## config.mk

```make
export PLATFORM = sky130hd
export DESIGN_NAME = window_max
export DESIGN_NICKNAME = d
export VERILOG_FILES = /design/src/rtl/window_max_pkg.sv /design/src/rtl/greater_than.sv /design/src/rtl/window_max.sv
export SDC_FILE = /design/constraint.sdc
export NUM_CORES = 1
export LEC_CHECK = 0
export CAP_MARGIN = 25
export CELL_PAD_IN_SITES_DETAIL_PLACEMENT = 1
export CELL_PAD_IN_SITES_GLOBAL_PLACEMENT = 1
export CORE_UTILIZATION = 30
export CTS_CLUSTER_SIZE = 14
export DETAILED_ROUTE_END_ITERATION = 7
export GPL_TIMING_DRIVEN = 0
export MAX_ROUTING_LAYER = met4
export PLACE_DENSITY = 0.77
export SLEW_MARGIN = 20
export SYNTH_ARGS = -nofsm -noshare
export SYNTH_HDL_FRONTEND = slang
export SYNTH_SLANG_ARGS = --single-unit
export TNS_END_PERCENT = 5
```

## constraint.sdc

```tcl
create_clock -name clk -period 5.3 [get_ports clk]
set_input_delay 0.53 -clock clk [delete_from_list [all_inputs] [get_ports clk]]
set_output_delay 0.53 -clock clk [all_outputs]
set_load 0.05 [all_outputs]
```

## src/rtl/window_max_pkg.sv

```systemverilog
// Shared types for the window_max streaming reducer: state encoding and
// index-width helper.
package window_max_pkg;

   typedef enum logic {
      COLLECT = 1'b0,
      HOLD    = 1'b1
   } wm_state_t;

   // Position index width; never narrower than one bit.
   function automatic int idx_bits(input int window);
      return (window > 2) ? $clog2(window) : 1;
   endfunction

endpackage

```

## src/rtl/greater_than.sv

```systemverilog
// Unsigned magnitude compare, o = (a > b); purely combinational, zero latency,
// no handshake.
module greater_than #(
   parameter int NUM_BITS = 4
) (
   input  logic [NUM_BITS-1:0] a,
   input  logic [NUM_BITS-1:0] b,
   output logic                o
);

   assign o = (a > b);

endmodule

```

## src/rtl/window_max.sv

```systemverilog
// Per-window maximum and first-occurrence index over WINDOW accepted samples; result valid the cycle after
// the last sample is accepted. Result is held until out_ready, and input is stalled (in_ready low) meanwhile.
module window_max
   import window_max_pkg::*;
#(
   parameter  int NUM_BITS = 4,
   parameter  int WINDOW   = 8,
   localparam int IDX_BITS = idx_bits(WINDOW)
) (
   input  logic                clk,
   input  logic                rst,
   input  logic                in_valid,
   output logic                in_ready,
   input  logic [NUM_BITS-1:0] in_data,
   output logic                out_valid,
   input  logic                out_ready,
   output logic [NUM_BITS-1:0] out_max,
   output logic [IDX_BITS-1:0] out_index
);

   localparam logic [IDX_BITS-1:0] LAST_POS = IDX_BITS'(WINDOW - 1);

   wm_state_t           r_state;
   logic [IDX_BITS-1:0] r_count;
   logic [IDX_BITS-1:0] r_idx;
   logic [NUM_BITS-1:0] r_max;

   logic w_gt;
   logic w_accept;
   logic w_last;

   greater_than #(
      .NUM_BITS(NUM_BITS)
   ) u_gt (
      .a(in_data),
      .b(r_max),
      .o(w_gt)
   );

   // Decoded from state so an asynchronous reset drops out_valid at once.
   assign in_ready  = (r_state == COLLECT) && !rst;
   assign out_valid = (r_state == HOLD);
   assign out_max   = r_max;
   assign out_index = r_idx;

   assign w_accept = in_valid && in_ready;
   assign w_last   = (r_count == LAST_POS);

   always_ff @(posedge clk or posedge rst) begin
      if (rst) begin
         r_state <= COLLECT;
         r_count <= '0;
         r_max   <= '0;
         r_idx   <= '0;
      end else begin
         case (r_state)
            COLLECT: begin
               if (w_accept) begin
                  // Strict compare keeps the earliest position on ties.
                  if (r_count == '0) begin
                     r_max <= in_data;
                     r_idx <= '0;
                  end else if (w_gt) begin
                     r_max <= in_data;
                     r_idx <= r_count;
                  end
                  if (w_last) begin
                     r_count <= '0;
                     r_state <= HOLD;
                  end else begin
                     r_count <= r_count + 1'b1;
                  end
               end
            end
            HOLD: begin
               if (out_ready) begin
                  r_state <= COLLECT;
               end
            end
            default: r_state <= COLLECT;
         endcase
      end
   end

endmodule

```

# Yosys cells after proc, flatten, opt, wreduce, memory -nomap -nowiden
# Cells that the tools add are included.
# totals
reg_bits	11
input_bits	8
out_inout_bits	9
word_cells	24
# op_classes
addsub	1
magnitude_cmp	1
n_eq_ne	1
muxes	9
bitwise_logic	1
reduce_logical	7
# ops
op	count
2-to-1 mux 3 bit	3
2-to-1 mux 4 bit	2
greater-than comparator 4 bit	1
adder 3 x 1 -> 3 bit (second input constant)	1
== test 3 bit (second input constant)	1
logical NOT 3 bit	1
2-to-1 mux 1 bit	3
AND reduction 3 bit	1
logical AND 1 bit	2
case mux 1 bit (2 select lines)	1
AND reduction 2 bit	1
nonzero test 2 bit	1
logical NOT 1 bit	1
inverter 1 bit	1

# Longest topological paths before layout
# logic_depth
ltp_word	5
depth_mapped	6
ltp_nobuf	6

# Cells and area by module
# A second synthesis with hierarchy kept.
# unflattened
cells_unflattened	51
hier_area_um2	598.1
# modules_own_cells
mod	n_inst	cells_per_inst	area_per_inst_um2	seq_area_each_um2
window_max	1	38	499.2	275.3
greater_than	1	13	98.8	0.0

# Least setup slack after synthesis
# OpenSTA, ideal clock, no wires.
# synth_path
path_kind	register -> register
startpoint	register r_max[1], in the netlist out_max[1]
endpoint	register r_max[2], in the netlist out_max[2]
setup_time_ns	0.125
arrival_time_ns	1.805
t_required_ns	5.175
path_slack_ns	3.371
stages_incl_launch_ff	7
n_path_buf	0
synth_period_minus_slack_ns	1.929
path_cell_list	dfrtp_1 > inv_1 > ha_1 > nor2b_1 > o211ai_1 > a21oi_4 > mux2_2
# synth_between
elab_chain_len	3
# synth_rtl
element	line_no	source
start, declared	window_max.sv:26	logic [NUM_BITS-1:0] r_max;
start signal, assigned	window_max.sv:61	r_max <= in_data;
start signal, assigned	window_max.sv:64	r_max <= in_data;
greater-than comparator 4 bit	greater_than.sv:11	assign o = (a > b);
nonzero test 2 bit (no source line)	n/a	
AND reduction 3 bit (no source line)	n/a	
# Every way passes these cells.
# A chain may end at the register's enable or synchronous reset.

# Worst setup path in the final report
# layout_path
startpoint	input rst
endpoint	output in_ready
# layout_between
elab_chain_len	2
# layout_rtl
element	line_no	source
start, declared	window_max.sv:11	input logic rst,
logical NOT 1 bit (no source line)	n/a	
logical AND 1 bit	window_max.sv:41	assign in_ready = (r_state == COLLECT) && !rst;
end, declared	window_max.sv:13	output logic in_ready,
# Every way passes these cells.

==> impl_metrics.csv <==
group,metric,value,unit
die,rows,15,
timing,hold_viol_final,0,
clock_tree,post-cts-setup-buffer-count,0,
clock_tree,root_buffer,"clkbuf_4",
synthesis,synth_seq_cells,11,
grt,grt_pass1_vias,445,
placed_design,placed_cell_area,798,sq um
synthesis,netlist.top_cell.by_area,"dfrtp_1",
clock_tree,cts-buffers-inserted,3,
grt,grt_pass1_wl,1870,um
critical_path,reg2reg_from,"r_count[0]",
cells_and_area,drive_above_1_share,18.1,%
synthesis,synth.avg_cell_area,11.7,sq um
timing,period_share,46.2,%
grt,track_usage,13.0,%
clock_tree,clock-sinks,11,
grt,antenna_found_initial,0,
die,dieWidth,47.0,um
critical_path,cp.arrival,1.92,ns
synthesis,ys_types,15,
critical_path,rrSetupSlack,3.45,ns
placed_design,hpwl,896,um
placed_design,io_buffer_count,16,
synthesis,synth_top_area_share,45.4,%
power,combinationalPowerShare,58.8,%
synthesis,yosys_warnings,0,
clock_tree,cts_resized,0,
job,cap_viol_max_count,0,
timing,fmax,408,MHz
power,p_seq_share,29.9,%
die,die_area,2210,sq um
min_path,holdCritStartpoint,"out_index[2]",
synthesis,ys_seq_area_share,45.4,%
synthesis,synthesis.nets,67,
critical_path,setup.worst_path.class,"primary input to output pin",
clock_tree,holdBufCountCts,0,
grt,grt_max_degree,12,
synthesis,synth_edf_count,0,
synthesis,synthTopCellsByArea,"dfrtp_1 (45%), ha_1 (14%), mux2_2 (11%)",
die,placeableCoreArea,1800,sq um
synthesis,ys.flop_type,"dfrtp_1",
routing,vias,453,
routing,drt_wl_total,1120,um
critical_path,cp_data_required_time,4.77,ns
timing,period_minus_slack,2.45,ns
critical_path,end_kind,"output pin",
critical_path,ff2ff_path_depth,6,
synthesis,synth_common_cells,"dfrtp_1 (11), inv_1 (8), ha_1 (7)",
die,dieHeight,47.0,um
routing,drt_iter0_drc,2,
placed_design,gp_congestion,0.745,
timing,setup_tns,0,ns
clock_tree,clkTransAtPathRegs,0.06,ns
min_path,hp-class,"register to register",
synthesis,syn_inst,52,
cells_and_area,post-route-util,45.8,%
synthesis,async_flop_share,100,%
power,power.density,597,nW/um^2
die,initial_core_util,33.7,%
routing,drtAntennaViolNets,0,
power,clock_power_share,11.2,%
critical_path,rr_endpoint,"out_index[1]",
synthesis,yosysMostFrequentCell,"dfrtp_1",
timing,rsz0062_at_grt,"false",
timing,tightest_slew,0.495,ns
cells_and_area,area_growth,35.9,%
min_path,min_to,"out_index[2]",
routing,viasPerCell,4.67,
critical_path,crit_path_start_kind,"primary input",
power,internal_power,0.265,mW
timing,skew,0.00435,ns
cells_and_area,final_area,825,sq um
die,ioPinCount,17,
clock_tree,insertion_delay,0.27,ns
power,leakage,0.367,nW
critical_path,cp_max_fo,3,
timing,setup_violations,0,
power,sw_frac_of_total,46.1,%
grt,grt_overflow,0,
clock_tree,cts_tree,"built",
clock_tree,cts_buffer_depth,2,
min_path,holdPathStages,1,
routing,drtPass1Iterations,4,
power,peakVddDrop,0.280,mV
routing,wl_per_cell,11.6,um
clock_tree,cts.htree.levels,1,
routing,drc,0,
timing,holdWs,0.511,ns
cells_and_area,final_nets,88,
power,switchingPower,0.227,mW
synthesis,syn_area,607,sq um
outcome,status,"completed",
timing,slew_viol_final,0,
timing,slew_headroom,66.9,%
cells_and_area,antenna_cells,0,
[cell type report]
cell class              instances  area (sq um)
fillers                       217           977
multi-input cells              33           302
flip-flops and latches         11           275
repair buffers                 16           160
well taps                      25          31.3
inverters                       8          30.0
clock buffers                   4          26.3
[layout by cell type, fill, tap and decap left out]
cell type / count
nand2_1: 3
nor3b_4: 1
nor2b_1: 2
dfrtp_1: 11
clkbuf_4: 3
nand4_1: 1
o21ai_2: 1
o211ai_1: 1
mux2_2: 6
nor2_1: 4
inv_1: 8
o21ai_0: 3
a211oi_2: 1
mux2_1: 2
clkdlybuf4s50_1: 16
ha_1: 7
a21oi_4: 1
clkbuf_1: 1
[critical path: stages]
cell             delay (ns)
clkdlybuf4s50_1        0.47
nor2_1                 0.11
clkdlybuf4s50_1        0.80
[worst max-delay path by stage]
| stage | depth (start not counted) | startpoint | endpoint |
|---|---|---|---|
| after floorplan | 6 | out_max[1] | out_max[2] |
| after global placement | 3 | rst | in_ready |
| after detailed placement | 3 | rst | in_ready |
| after CTS | 3 | rst | in_ready |
| after global routing | 3 | rst | in_ready |
| final | 3 | rst | in_ready |
[power by group through the flow]
stage          combinational (mW)  sequential (mW)  clock [mW]
2_1_floorplan               0.113            0.239           0
3_3_place_gp                0.285            0.148           0
3_5_place_dp                0.293            0.150           0
4_1_cts                     0.294            0.149      0.0596
5_1_grt                     0.317            0.151      0.0631
6_report                    0.290            0.147      0.0553
[layer usage]
metal	GRT usage [%]	part of all wire (%)
met5	-	0
met1	14.3	44
met4	3.43	0.54
met3	6.92	6.6
met2	20.6	49
[per-stage QoR]
step	setup slack (ns)	power [mW]	cells
final	2.85	0.492	97
after global routing	2.79	0.532	97
after CTS	2.83	0.503	97
after detailed placement	2.84	0.443	93
after global placement	2.85	0.432	93
after floorplan	3.37	0.352	52
[cells by family after synthesis]
logic type,synth area share (%)
AOI/OAI and AO/OA,9.90
adders and majority gates,14.4
buffers and inverters,4.95
DFF,45.4
muxes,14.8
and+or+nand+nor,10.5
[state kept, by name (all words and copies together), names as in the netlist]
| name | count |
|---|---|
| out_max | 4 |
| out_index | 3 |
| r_count | 3 |
| out_valid | 1 |
Note: power is estimated with default switching activity, not from simulation.
